### src/rtl/multi_duration_timer_pkg.sv
// Shared definitions for the multi-channel duration timer.
// Holds the mode encodings, the per-channel FSM state type, and a helper
// that folds the reserved mode code onto one-shot behaviour.
package multi_duration_timer_pkg;

  localparam logic [1:0] MODE_ONESHOT = 2'b00;
  localparam logic [1:0] MODE_RELOAD  = 2'b01;
  localparam logic [1:0] MODE_LEVEL   = 2'b10;

  typedef enum logic {
    ST_IDLE = 1'b0,
    ST_RUN  = 1'b1
  } state_t;

  // Reserved code 2'b11 behaves exactly like one-shot, so it is normalised
  // at latch time and the rest of the channel only ever sees legal modes.
  function automatic logic [1:0] norm_mode(input logic [1:0] m);
    return (m == 2'b11) ? MODE_ONESHOT : m;
  endfunction

endpackage

### src/rtl/multi_duration_timer_channel.sv
// Single duration-timer channel: two-state FSM, latched limit/mode and an
// elapsed-tick counter.
// Ports:
//   clk, nRst         clock and synchronous active-high reset
//   tick              shared count-qualifying enable
//   start/stop/pause  per-channel control (start doubles as LEVEL hold)
//   mode, limit       sampled only when a start is accepted
//   busy              channel is in RUN
//   done              one-cycle completion pulse
//   count             elapsed ticks in the current period
module duration_channel
  import multi_duration_timer_pkg::*;
#(
  parameter int WIDTH = 8
) (
  input  logic             clk,
  input  logic             nRst,
  input  logic             tick,
  input  logic             start,
  input  logic             stop,
  input  logic             pause,
  input  logic [1:0]       mode,
  input  logic [WIDTH-1:0] limit,
  output logic             busy,
  output logic             done,
  output logic [WIDTH-1:0] count
);

  localparam logic [WIDTH-1:0] ONE = WIDTH'(1);

  state_t           state;
  logic [WIDTH-1:0] lim_q;
  logic [1:0]       mode_q;

  logic advance;
  logic at_end;
  logic is_level;

  // lim_q is never 0 while in RUN, so limit-1 cannot underflow here.
  assign advance  = (state == ST_RUN) && tick && !pause;
  assign at_end   = (count == (lim_q - ONE));
  assign is_level = (mode_q == MODE_LEVEL);
  assign busy     = (state == ST_RUN);

  always_ff @(posedge clk) begin
    if (nRst) begin
      state  <= ST_IDLE;
      count  <= '0;
      lim_q  <= '0;
      mode_q <= MODE_ONESHOT;
      done   <= 1'b0;
    end else begin
      done <= 1'b0;
      if (stop) begin
        // Abort wins over everything, including a same-cycle completion.
        state <= ST_IDLE;
        count <= '0;
      end else if (state == ST_IDLE) begin
        if (start) begin
          lim_q  <= limit;
          mode_q <= norm_mode(mode);
          count  <= '0;
          // A zero-length duration completes immediately without running.
          if (limit == '0) done  <= 1'b1;
          else             state <= ST_RUN;
        end
      end else begin
        if (is_level && !start) begin
          // Hold level dropped: silent abort.
          state <= ST_IDLE;
          count <= '0;
        end else begin
          if (advance) begin
            if (at_end) begin
              done  <= 1'b1;
              count <= '0;
              if (mode_q != MODE_RELOAD) state <= ST_IDLE;
            end else begin
              count <= count + ONE;
            end
          end
          // Restart overrides the completion's state/count update, while
          // the done pulse from that completion is kept.
          if (start && !is_level) begin
            lim_q  <= limit;
            mode_q <= norm_mode(mode);
            count  <= '0;
            if (limit == '0) begin
              done  <= 1'b1;
              state <= ST_IDLE;
            end else begin
              state <= ST_RUN;
            end
          end
        end
      end
    end
  end

endmodule

### src/rtl/multi_duration_timer.sv
// Bank of NUM_CH independent duration timers driven by a shared tick.
// Ports:
//   clk, nRst    clock and synchronous active-high reset
//   i_tick       shared count-qualifying enable
//   i_start      per-channel start/restart (LEVEL hold level)
//   i_stop       per-channel abort
//   i_pause      per-channel freeze
//   i_mode       2 bits per channel, channel k at [2k+1:2k]
//   i_limit      WIDTH bits per channel, channel k at [WIDTH*k +: WIDTH]
//   o_busy       per-channel RUN indicator
//   o_done       per-channel one-cycle completion pulse
//   o_count      per-channel elapsed-tick count
//   o_any_done   OR of o_done
module multi_duration_timer
  import multi_duration_timer_pkg::*;
#(
  parameter int NUM_CH = 4,
  parameter int WIDTH  = 8
) (
  input  logic                    clk,
  input  logic                    nRst,
  input  logic                    i_tick,
  input  logic [NUM_CH-1:0]       i_start,
  input  logic [NUM_CH-1:0]       i_stop,
  input  logic [NUM_CH-1:0]       i_pause,
  input  logic [2*NUM_CH-1:0]     i_mode,
  input  logic [NUM_CH*WIDTH-1:0] i_limit,
  output logic [NUM_CH-1:0]       o_busy,
  output logic [NUM_CH-1:0]       o_done,
  output logic [NUM_CH*WIDTH-1:0] o_count,
  output logic                    o_any_done
);

  for (genvar k = 0; k < NUM_CH; k++) begin : g_ch
    duration_channel #(
      .WIDTH(WIDTH)
    ) u_ch (
      .clk   (clk),
      .nRst  (nRst),
      .tick  (i_tick),
      .start (i_start[k]),
      .stop  (i_stop[k]),
      .pause (i_pause[k]),
      .mode  (i_mode[2*k +: 2]),
      .limit (i_limit[WIDTH*k +: WIDTH]),
      .busy  (o_busy[k]),
      .done  (o_done[k]),
      .count (o_count[WIDTH*k +: WIDTH])
    );
  end

  assign o_any_done = |o_done;

endmodule

### config.mk
export PLATFORM = sky130hd
export DESIGN_NAME = multi_duration_timer
export DESIGN_NICKNAME = d
export VERILOG_FILES = /design/src/rtl/multi_duration_timer_pkg.sv /design/src/rtl/multi_duration_timer_channel.sv /design/src/rtl/multi_duration_timer.sv
export SDC_FILE = /design/constraint.sdc
export NUM_CORES = 1
export LEC_CHECK = 0
export CAP_MARGIN = 20
export CORE_AREA = 5 5 123 96
export CTS_CLUSTER_DIAMETER = 30
export DETAILED_ROUTE_END_ITERATION = 10
export DIE_AREA = 0 0 128 101
export HOLD_SLACK_MARGIN = 0.02
export PLACE_DENSITY = 0.78
export SLEW_MARGIN = 20
export SYNTH_ARGS = -nofsm -noshare
export SYNTH_HDL_FRONTEND = slang
export SYNTH_HIERARCHICAL = 1
export SYNTH_SLANG_ARGS = --single-unit
export TNS_END_PERCENT = 1
### constraint.sdc
create_clock -name clk -period 5.6 [get_ports clk]
set_input_delay 0.56 -clock clk [delete_from_list [all_inputs] [get_ports clk]]
set_output_delay 0.56 -clock clk [all_outputs]
set_load 0.005 [all_outputs]
==> PnR_summary.wiki <==
{| class="wikitable"
! Metric !! Value
|-
| Status || complete, no violations
|-
| Primary FF master, synth || sky130_fd_sc_hd__dfxtp_1
|-
| Synth unique cells || 59
|-
| Period utilisation layout || between 40 and 50%
|-
| Final setup skew || 0.00717 ns
|-
| Kind of end point of the critical path || flip-flop
|-
| Clock tree from TritonCTS || built
|-
| Final setup TNS || 0 ns
|-
| Fraction of the mapped netlist area in simple logic gates || between 20% and 30%
|-
| Cell area power density || about 230 nW/µm²
|-
| CTS clock-pin slew for the worst setup and hold paths || roughly 0.060 ns
|-
| Measured slew at the worst slew-check pin || 0.938 ns
|-
| Required time at the worst-slack endpoint || 5.78 ns
|-
| FILL cells || 952
|-
| Gate count of the mapped netlist || 555
|-
| Clk buf depth || 2
|-
| Gpl congestion || 0.865
|-
| Worst-case reg-to-reg path depth || 8
|-
| Shortest period the worst path allows || 2.61 ns
|-
| Fraction of layout cells with a size suffix above 1 || 5.83%
|-
| I/O Pins || 96
|-
| # diodes || 0
|-
| Post-synthesis adder-cell area fraction || 4.18%
|-
| Top cells by area in the synthesized netlist || sky130_fd_sc_hd__dfxtp_1, sky130_fd_sc_hd__xnor2_1, sky130_fd_sc_hd__mux2i_1, sky130_fd_sc_hd__nor2_1, sky130_fd_sc_hd__xor2_1
|-
| Height of the chip || 101 µm
|-
| RSZ-0062 raised after global routing || no
|-
| Total Die Area || 12900 µm²
|-
| Die boundary width || 128 µm
|-
| Class of the worst hold path || flip-flop to flip-flop
|-
| Total overflow reported by the global router || 0
|-
| Post-cts hold buffer count || 0
|-
| Post-CTS Resized || 0
|-
| Vias in the first global route || 4351
|-
| First drt pass iteration count || 5
|-
| Initial core utilization || 45.3%
|-
| Number of vias per cell after detailed routing || 5.57
|-
| Register area share after synthesis || 33.4%
|-
| Summed area of non-filler cells in the final layout || 6170 µm²
|-
| Maximum number of pins on one net before global-route repair || 47
|-
| Nets@finish || 718
|-
| Drt initial violations || 397
|-
| Arrival time of the worst setup path || 2.79 ns
|-
| Core area || 10600 µm²
|-
| Area share of xor/xnor cells in the synthesized design || about a tenth
|-
| Combined area of the multi-input logic cells || approximately 3000 µm²
|-
| Worst IR drop on VDD || about 0.00012 V
|-
| CP cell instances || clkdlybuf4s50_1 > inv_1 > ha_1 > nor2b_1 > a21oi_1 > nor2_1 > mux2i_1 > nor2_1
|-
| Slowest library cell on the worst path || sky130_fd_sc_hd__nor2_1
|-
| Crit Path Class || input pin to flip-flop
|-
| Antenna violations before repair || 0
|-
| Placed cell areas || 5860 µm²
|-
| Final hold vios || 0
|-
| Fraction of synthesized cell area taken by the top area cell type || approximately a third
|-
| Summed instance area of the synthesized netlist || about 4800 µm²
|-
| Compound-gate portion of the synthesized area || 19.1%
|-
| Number of buffers added for setup after CTS || 0
|-
| Flop2flop setup slack || 3.15 ns
|-
| Net count of the mapped netlist || about 630
|-
| Multiplexer area fraction after synthesis || approximately 5.4%
|-
| Yosys top cell by area || sky130_fd_sc_hd__dfxtp_1
|-
| Leak Pwr || 2.17 nW
|-
| Wire length of the first global-routing pass || between 20 and 25 mm
|-
| Critical path startpoint category || input pin
|-
| Max transition margin || 37.3%
|-
| Post-detailed-route wirelength per cell || 16.0 µm
|-
| Overall routed net length || 12.7 mm
|-
| Number of rows created at floorplan || 33
|-
| Via count || roughly 4400
|-
| Cell chosen for the clock root || sky130_fd_sc_hd__clkbuf_16
|-
| DRC violations left || 0
|-
| Worst stage delay on the critical path || 0.72 ns
|-
| Footprint of the flip-flops and latches || 1600 µm²
|-
| Port-buffer cells || 95
|-
| Synth async-reset ratio || 0%
|-
| FMAX || roughly 380 MHz
|-
| Combined global-route utilization of all metal layers || 19.8%
|-
| Launch instance of the worst register-to-register path || g_ch[2].u_ch/lim_q[0]
|-
| Syn-to-layout area delta || 28.7%
|-
| Yosys warnings || 6
|-
| CP dominant cell by count || sky130_fd_sc_hd__nor2_1
|-
| Total of flip-flops plus latches after synthesis || 80
|-
| Last element of the critical path || g_ch[3].u_ch/lim_q[2]
|-
| Number of synthesized flops with an enable pin || 0
|-
| Final setup vio count || 0
|-
| Mean Syn Cell Area || 8.63 µm²
|-
| Reg2reg end || g_ch[2].u_ch/count[5]
|-
| Number of sinks driven by the clock tree || 80
|-
| Largest fanout on the critical path || 10
|-
| Max capacitance violation total || 0
|-
| H-Tree Depth || 3
|-
| Clock latency of the later-clocked register in the worst-skew pair || 0.33 ns
|-
| Dominant combinational cell family by area after synthesis || simple AND/OR/NAND/NOR gates
|-
| Crit path launch || i_start[3]
|-
| Half-perimeter wire length after placement || between 9 and 10 mm
|-
| Total clock buffers created by CTS || 9
|-
| Antenna viol nets, final || 0
|-
| Slew Viols, Final || 0
|}
## cells by family (layout without fill, tap and decap cells)
logic type	count (synthesis)	after routing
xor gates and xnor gates	56	56
buffers and inverters	42	139
and+or+nand+nor	208	208
adders and majority gates	16	16
AOI/OAI and AO/OA	127	127
DFF	80	80
muxes	26	26
## Yosys cell counts, types with 4 or more instances
library cell and n:
sky130_fd_sc_hd__dfxtp_1 80, sky130_fd_sc_hd__nor2_1 60, sky130_fd_sc_hd__nand2_1 37, sky130_fd_sc_hd__xnor2_1 31
sky130_fd_sc_hd__inv_1 28, sky130_fd_sc_hd__o21ai_0 27, sky130_fd_sc_hd__mux2i_1 26, sky130_fd_sc_hd__xor2_1 25
sky130_fd_sc_hd__a21oi_1 23, sky130_fd_sc_hd__nand2b_1 18, sky130_fd_sc_hd__ha_1 16, sky130_fd_sc_hd__a211oi_1 15
sky130_fd_sc_hd__clkbuf_1 12, sky130_fd_sc_hd__nor3_1 12, sky130_fd_sc_hd__nand3b_1 11, sky130_fd_sc_hd__nand4_1 10
sky130_fd_sc_hd__nor2b_1 8, sky130_fd_sc_hd__o21a_1 8, sky130_fd_sc_hd__nor4_1 7, sky130_fd_sc_hd__nand3_1 6
sky130_fd_sc_hd__o211ai_1 6, sky130_fd_sc_hd__a21o_1 5, sky130_fd_sc_hd__or4_1 5, sky130_fd_sc_hd__o2111ai_1 4
sky130_fd_sc_hd__o31a_1 4
## metrics by stage
stage	util [%]	setup WS, ns	cells	hold WS [ns]	power, mW
after detailed placement	55.4	2.65	776	0.490	0.844
after global placement	55.4	2.81	776	0.473	0.834
after CTS	58.4	3.00	792	0.498	1.45
after floorplan	-	3.43	555	0.458	0.762
final	58.4	2.99	792	0.494	1.43
after global routing	58.4	2.78	792	0.522	1.49
## worst min-delay path by stage
stage | slack [ns] | cells after the start | end | startpoint
floorplan | 0.46 | 2 | g_ch[0].u_ch/mode_q[0] | g_ch[0].u_ch/mode_q[0]
global placement | 0.47 | 2 | g_ch[1].u_ch/mode_q[0] | g_ch[1].u_ch/mode_q[0]
detailed placement | 0.49 | 2 | g_ch[1].u_ch/mode_q[1] | g_ch[1].u_ch/mode_q[1]
CTS | 0.50 | 2 | g_ch[1].u_ch/mode_q[1] | g_ch[1].u_ch/mode_q[1]
global route | 0.52 | 2 | g_ch[1].u_ch/mode_q[0] | g_ch[1].u_ch/mode_q[0]
finish | 0.49 | 2 | g_ch[1].u_ch/mode_q[1] | g_ch[1].u_ch/mode_q[1]
## critical path: cells and delay by family
family / cells / cell delay (ns)
and+or+nand+nor: 3 / 1.00
buffers and inverters: 2 / 0.59
muxes: 1 / 0.29
adders and majority gates: 1 / 0.19
AOI/OAI and AO/OA: 1 / 0.14
## placed cells by master, fill, tap and decap left out, types with 3 or more instances in the layout
| cell type | Yosys | final |
|---|---|---|
| sky130_fd_sc_hd__or3b_1 | 3 | 3 |
| sky130_fd_sc_hd__nor2b_1 | 8 | 8 |
| sky130_fd_sc_hd__and4_1 | 3 | 3 |
| sky130_fd_sc_hd__nor2_1 | 60 | 60 |
| sky130_fd_sc_hd__a211oi_1 | 15 | 15 |
| sky130_fd_sc_hd__nand2_1 | 37 | 37 |
| sky130_fd_sc_hd__or2_2 | 3 | 3 |
| sky130_fd_sc_hd__inv_1 | 28 | 28 |
| sky130_fd_sc_hd__o21ai_0 | 27 | 27 |
| sky130_fd_sc_hd__nor3_1 | 12 | 12 |
| sky130_fd_sc_hd__o2111ai_1 | 4 | 4 |
| sky130_fd_sc_hd__xor2_1 | 25 | 25 |
| sky130_fd_sc_hd__a211o_1 | 3 | 3 |
| sky130_fd_sc_hd__nand4_1 | 10 | 10 |
| sky130_fd_sc_hd__nor4b_1 | 3 | 3 |
| sky130_fd_sc_hd__clkbuf_16 | 0 | 9 |
| sky130_fd_sc_hd__ha_1 | 16 | 16 |
| sky130_fd_sc_hd__nand2b_1 | 18 | 18 |
| sky130_fd_sc_hd__nand3_1 | 6 | 6 |
| sky130_fd_sc_hd__o31a_1 | 4 | 4 |
| sky130_fd_sc_hd__a41oi_1 | 3 | 3 |
| sky130_fd_sc_hd__dfxtp_1 | 80 | 80 |
| sky130_fd_sc_hd__clkdlybuf4s50_1 | 0 | 94 |
| sky130_fd_sc_hd__or4_1 | 5 | 5 |
| sky130_fd_sc_hd__nor3b_1 | 3 | 3 |
| sky130_fd_sc_hd__xnor2_1 | 31 | 31 |
| sky130_fd_sc_hd__mux2i_1 | 26 | 26 |
| sky130_fd_sc_hd__o21a_1 | 8 | 8 |
| sky130_fd_sc_hd__nand3b_1 | 11 | 11 |
| sky130_fd_sc_hd__o211ai_1 | 6 | 6 |
| sky130_fd_sc_hd__nor4_1 | 7 | 7 |
| sky130_fd_sc_hd__a21o_1 | 5 | 5 |
| sky130_fd_sc_hd__a21oi_1 | 23 | 23 |
## state kept, by name (all words and copies together) (netlist names)
register / cells
g_ch.u_ch/count: 32
g_ch.u_ch/lim_q: 32
g_ch.u_ch/mode_q: 8
g_ch.u_ch/busy: 4
g_ch.u_ch/done: 4
## metal layers
layer	share of wire [%]	up-vias	GRT usage, %
met2	47	131	33.1
met1	46	2080	26.1
met5	0	-	0
li1	-	2190	-
met4	0.83	0	4.32
met3	6.0	12	4.77
## report_power, final
part	total (mW)	internal [mW]	switching [mW]
Clock	0.597	0.368	0.229
Combinational	0.222	0.112	0.110
Sequential	0.612	0.586	0.0257
Total	1.43	1.07	0.365
## cell type report
| cell class | instances | share of cell area [%] |
|---|---|---|
| clock buffers | 11 | 4.10 |
| clock inverters | 5 | 0.892 |
| inverters | 28 | 1.70 |
| multi-input cells | 433 | 49.2 |
| flip-flops and latches | 80 | 26.0 |
| well taps | 140 | 2.84 |
| repair buffers | 95 | 15.3 |
No activity file was read; power rests on OpenSTA's default activity.
